File: config.mk
export PLATFORM = sky130hd
export DESIGN_NAME = html_rom_char_stream
export DESIGN_NICKNAME = d
export VERILOG_FILES = /design/src/rtl/html_rom_char_stream.sv
export SDC_FILE = /design/constraint.sdc
export NUM_CORES = 1
export LEC_CHECK = 0
export CORE_AREA = 4 4 87 89
export DETAILED_ROUTE_END_ITERATION = 10
export DIE_AREA = 0 0 91 93
export PLACE_DENSITY = 0.67
export SLEW_MARGIN = 15
export SYNTH_ARGS = -nofsm -noshare
export SYNTH_HDL_FRONTEND = slang
export SYNTH_SLANG_ARGS = --single-unit
File: constraint.sdc
create_clock -name clock -period 2.1 [get_ports clock]
set_input_delay 0.42 -clock clock [delete_from_list [all_inputs] [get_ports clock]]
set_output_delay 0.42 -clock clock [all_outputs]
set_load 0.005 [all_outputs]
File: src/rtl/html_rom_char_stream.sv
// Character source: reads an HTML byte string from a synchronous memory port and
// hands it to a downstream parser one character per request episode.
module html_rom_char_stream #(
  parameter int CHAR_W = 8,
  parameter int ADDR_W = 10,
  parameter int LEN_W  = 11
) (
  input  logic              clock,
  input  logic              reset,
  input  logic              start,
  input  logic [ADDR_W-1:0] base_addr,
  input  logic [LEN_W-1:0]  length,
  input  logic              state_enable,
  output logic              mem_rd,
  output logic [ADDR_W-1:0] mem_addr,
  input  logic [CHAR_W-1:0] mem_data,
  output logic [CHAR_W-1:0] char,
  output logic              char_valid,
  output logic              has_finished,
  output logic [LEN_W-1:0]  char_count
);

  typedef enum logic [2:0] {
    IDLE    = 3'd0,
    READY   = 3'd1,
    FETCH   = 3'd2,
    CAPTURE = 3'd3,
    HOLD    = 3'd4,
    DONE    = 3'd5
  } state_t;

  localparam logic [ADDR_W-1:0] ADDR_ONE  = {{(ADDR_W-1){1'b0}}, 1'b1};
  localparam logic [LEN_W-1:0]  LEN_ZERO  = {LEN_W{1'b0}};
  localparam logic [LEN_W-1:0]  LEN_ONE   = {{(LEN_W-1){1'b0}}, 1'b1};
  localparam logic [LEN_W-1:0]  COUNT_MAX = {LEN_W{1'b1}};
  localparam logic [CHAR_W-1:0] CHAR_NUL  = {CHAR_W{1'b0}};

  state_t            state_r;
  logic [ADDR_W-1:0] ptr_r;
  logic [LEN_W-1:0]  remaining_r;

  // Stream FSM: the read strobe and char_valid default low so each is a single-cycle pulse.
  always_ff @(posedge clock or negedge reset) begin
    if (!reset) begin
      state_r      <= IDLE;
      ptr_r        <= {ADDR_W{1'b0}};
      remaining_r  <= LEN_ZERO;
      mem_rd       <= 1'b0;
      mem_addr     <= {ADDR_W{1'b0}};
      char         <= CHAR_NUL;
      char_valid   <= 1'b0;
      has_finished <= 1'b0;
      char_count   <= LEN_ZERO;
    end else begin
      mem_rd     <= 1'b0;
      char_valid <= 1'b0;
      case (state_r)
        IDLE, DONE: begin
          if (start) begin
            ptr_r       <= base_addr;
            remaining_r <= length;
            char_count  <= LEN_ZERO;
            if (length == LEN_ZERO) begin
              has_finished <= 1'b1;
              state_r      <= DONE;
            end else begin
              has_finished <= 1'b0;
              state_r      <= READY;
            end
          end
        end
        READY: begin
          if (state_enable) begin
            mem_rd   <= 1'b1;
            mem_addr <= ptr_r;
            state_r  <= FETCH;
          end
        end
        FETCH: begin
          state_r <= CAPTURE;
        end
        // mem_data now reflects the address strobed two edges ago.
        CAPTURE: begin
          if (mem_data == CHAR_NUL) begin
            has_finished <= 1'b1;
            state_r      <= DONE;
          end else begin
            char        <= mem_data;
            char_valid  <= 1'b1;
            ptr_r       <= ptr_r + ADDR_ONE;
            remaining_r <= remaining_r - LEN_ONE;
            if (char_count != COUNT_MAX) begin
              char_count <= char_count + LEN_ONE;
            end
            state_r <= HOLD;
          end
        end
        // A request held high across delivery must drop before the next fetch.
        HOLD: begin
          if (!state_enable) begin
            if (remaining_r == LEN_ZERO) begin
              has_finished <= 1'b1;
              state_r      <= DONE;
            end else begin
              state_r <= READY;
            end
          end
        end
        default: begin
          state_r <= IDLE;
        end
      endcase
    end
  end

endmodule

==> metrics.csv <==
metric,value,unit
die area,0.008463,sq mm
drt wl/cell,15.59,microns
PwrDens,1211,mW/mm^2
Post-synth EDFFs,0,
r2r worst-path depth,6,
RSZ-0062 raised after global routing,no,
DRC,0,
Iteration-0 DRC Markers,107,
RR Startpoint,state_r[1],
yosys warns,0,
net switching power of the design,1.682,mW
H-tree depth,2,
Max-cap violations,0,
largest family of logic cells by synthesized area,compound AO/OA/AOI/OAI gates,
Compound-Gate Fraction of Synth Area,21.44,%
Max-slew headroom,69.97,%
Internal Power,3.083,mW
Tcrit/Tclk final,94.13,%
Max Buffers Root-to-Sink,2,
I/O Pins,65,
DRT Wirelength,7218,microns
Tot Pwr,4.766,mW
syn nets,343,
clk_lat worst skew,310,ps
Reg2Reg Setup Slack,160,ps
Post-Synth XOR/XNOR Area,0,%
Final Core Density,58.26,%
starting density of the core,43.87,%
CP max stage delay,430,ps
CP top delay family,simple AND/OR/NAND/NOR gates,
count of buffers from port buffering,64,
global-route wire length before repair,12320,microns
dominant register cell in the synthesized netlist,dfrtp_1,
Worst Tran Pin Value,450.5,ps
vias in the first global route,2593,
hpwl dp,5126,microns
# rows,30,
Slew Limit Fails,0,
"flops & latches, synth",56,
"non-filler cells, final",463,
Hold Fails Final Rpt,0,
leak pwr,1.615,nW
min cycle time layout,1977,ps
Placed Cells,455,
layout cells sized above 1,15.14,%
status,completed,
Post-Syn Instances,307,
clock share of power,15.1,%
maximum VDD drop,544.1,uV
vias per cell,5.691,
post-synthesis async set-or-reset flop share,100.0,%
Final GP Congestion,0.8197,
Worst Path Buf+Inv,2,
Ant. Diodes,0,
Post-Synth Simple-Gate Area,17.81,%
Die Width,91,microns
Hold Path Class,in2async,
critical-path cell list,clkdlybuf4s50_1 -> nor4_2 -> nand2_1 -> buf_4 -> nand4_1 -> nor4b_1 -> a211o_1,
Pre-Repair DR Iteration Count,4,
element type at the critical path end,flip-flop,
Final #Nets,418,
Post-Synth Adder-Cell Area,1.266,%
Global Route Usage Sum,17.48,%
Comb pwr share,45.1,%
post-route ant nets,0,
CTS buffer count,5,
"most common cell after layout, fill and taps aside",clkdlybuf4s50_1,
final setup vio count,0,
Overflow after GRT,0,
Root Buffer Master,clkbuf_8,
clock slew at reported path FFs,110,ps
R2R Path End,remaining_r[5],
Crit Path Max Fanout,7,
Area Growth Syn to Fin,32.80,%
initial antenna violation count,0,
Crit-path slowest cell,clkdlybuf4s50_1,
largest net degree at the start of global routing,57,
mux contribution to synthesized area,8.274,%
Yosys cell types,53,
WP data required,2290,ps
"commonest cells after routing, fill and taps aside","63 x clkdlybuf4s50_1, 56 x dfrtp_1, 31 x a21oi_1, 23 x nor2_1, 23 x o21ai_0",
core footprint,0.006756,sq mm
Setup crit start kind,primary input,
Worst Skew,13.22,ps
Die Span Y,93,microns
vias,2635,
"Seq/Total Area, Yosys",47.28,%
synthesized cell area,0.002964,sq mm
CTS tree,yes,
clk sinks,56,
CP Class,in2reg,
switch share,35.30,%
syn_area_per_cell,9.655,sq um
CP arrival,2170,ps
fmax,0.5059,GHz
Flop pwr share,39.8,%
==> metal layers <==
| layer | up-vias | share of wire, % | global-route usage (%) |
|---|---|---|---|
| li1 | 1297 | - | - |
| met1 | 1259 | 46 | 23.45 |
| met2 | 72 | 49 | 29.43 |
| met3 | 7 | 4.5 | 3.459 |
| met4 | 0 | 0.73 | 3.769 |
| met5 | - | 0 | 0 |
==> state kept, by name (all words and copies together) (netlist names) <==
register and cells:
char 8, char_count 11, char_valid 1, has_finished 1
mem_addr 10, mem_rd 1, ptr_r 10, remaining_r 11
state_r 3
==> Yosys cell counts, types with 7 or more instances <==
| library cell | count | share of area (%) |
|---|---|---|
| nand3_1 | 11 | 1.9 |
| dfrtp_1 | 56 | 47 |
| inv_1 | 7 | 0.89 |
| mux2_2 | 19 | 7.2 |
| nand2_1 | 19 | 2.4 |
| o21ai_1 | 8 | 1.4 |
| clkbuf_1 | 11 | 1.4 |
| a21oi_1 | 31 | 5.2 |
| nor2_1 | 23 | 2.9 |
| o21ai_0 | 23 | 3.9 |
| nor3_1 | 8 | 1.4 |
==> what timing repair did <==
item	4_1_cts	5_1_grt
endpoints found under the setup margin	0	1
setup buffers	0	0
gates resized for setup	0	1
endpoints found under the hold margin	0	0
hold buffers	0	0
==> stage by stage <==
stage          setup TNS, ps  hold WS (ps)  instance area, sq um  worst slack [ps]
2_1_floorplan              0         124.4                  2964             213.1
3_3_place_gp          -478.5         449.2                  3820            -122.5
3_5_place_dp          -988.6         448.2                  3820            -187.3
4_1_cts                    0         103.2                  3931             98.80
5_1_grt                    0         103.7                  3936             13.78
6_report                   0         90.25                  3936             123.3
==> layout make-up <==
class                      instances  area [sq um]
clock inverter                     2         38.79
inverter                           7         26.28
clock buffer                       6         72.57
sequential                        56          1401
multi-input combinational        225          1451
timing repair buffer              87         845.8
tap                               80         100.1
fill                             606          2820
==> power by group through the flow <==
stage / combinational [mW] / sequential [mW] / clock, mW
floorplan: 1.29 / 1.84 / 0
global placement: 2.13 / 1.91 / 0
detailed placement: 2.17 / 1.92 / 0
CTS: 2.17 / 1.90 / 0.743
global route: 2.38 / 1.98 / 0.789
finish: 2.15 / 1.90 / 0.721
==> kinds of logic after synthesis <==
group,Yosys count
flip-flops,56
buffers and inverters,26
AND/OR/NAND/NOR,97
AO/OA/AOI/OAI,103
multiplexers,22
adder cells (fa/ha/maj),3
==> worst max path at each step <==
| stage | startpoint | to | slack (ps) | depth (start not counted) |
|---|---|---|---|---|
| floorplan | char_count[0] | char_count[9] | 210 | 7 |
| global placement | mem_data[5] | char_count[9] | -120 | 7 |
| detailed placement | mem_data[5] | char_count[9] | -190 | 7 |
| CTS | char_count[0] | char_count[9] | 100 | 6 |
| global route | remaining_r[0] | state_r[2] | 10 | 6 |
| finish | mem_data[5] | char_count[9] | 120 | 7 |
(Power assumes the default switching activity.)
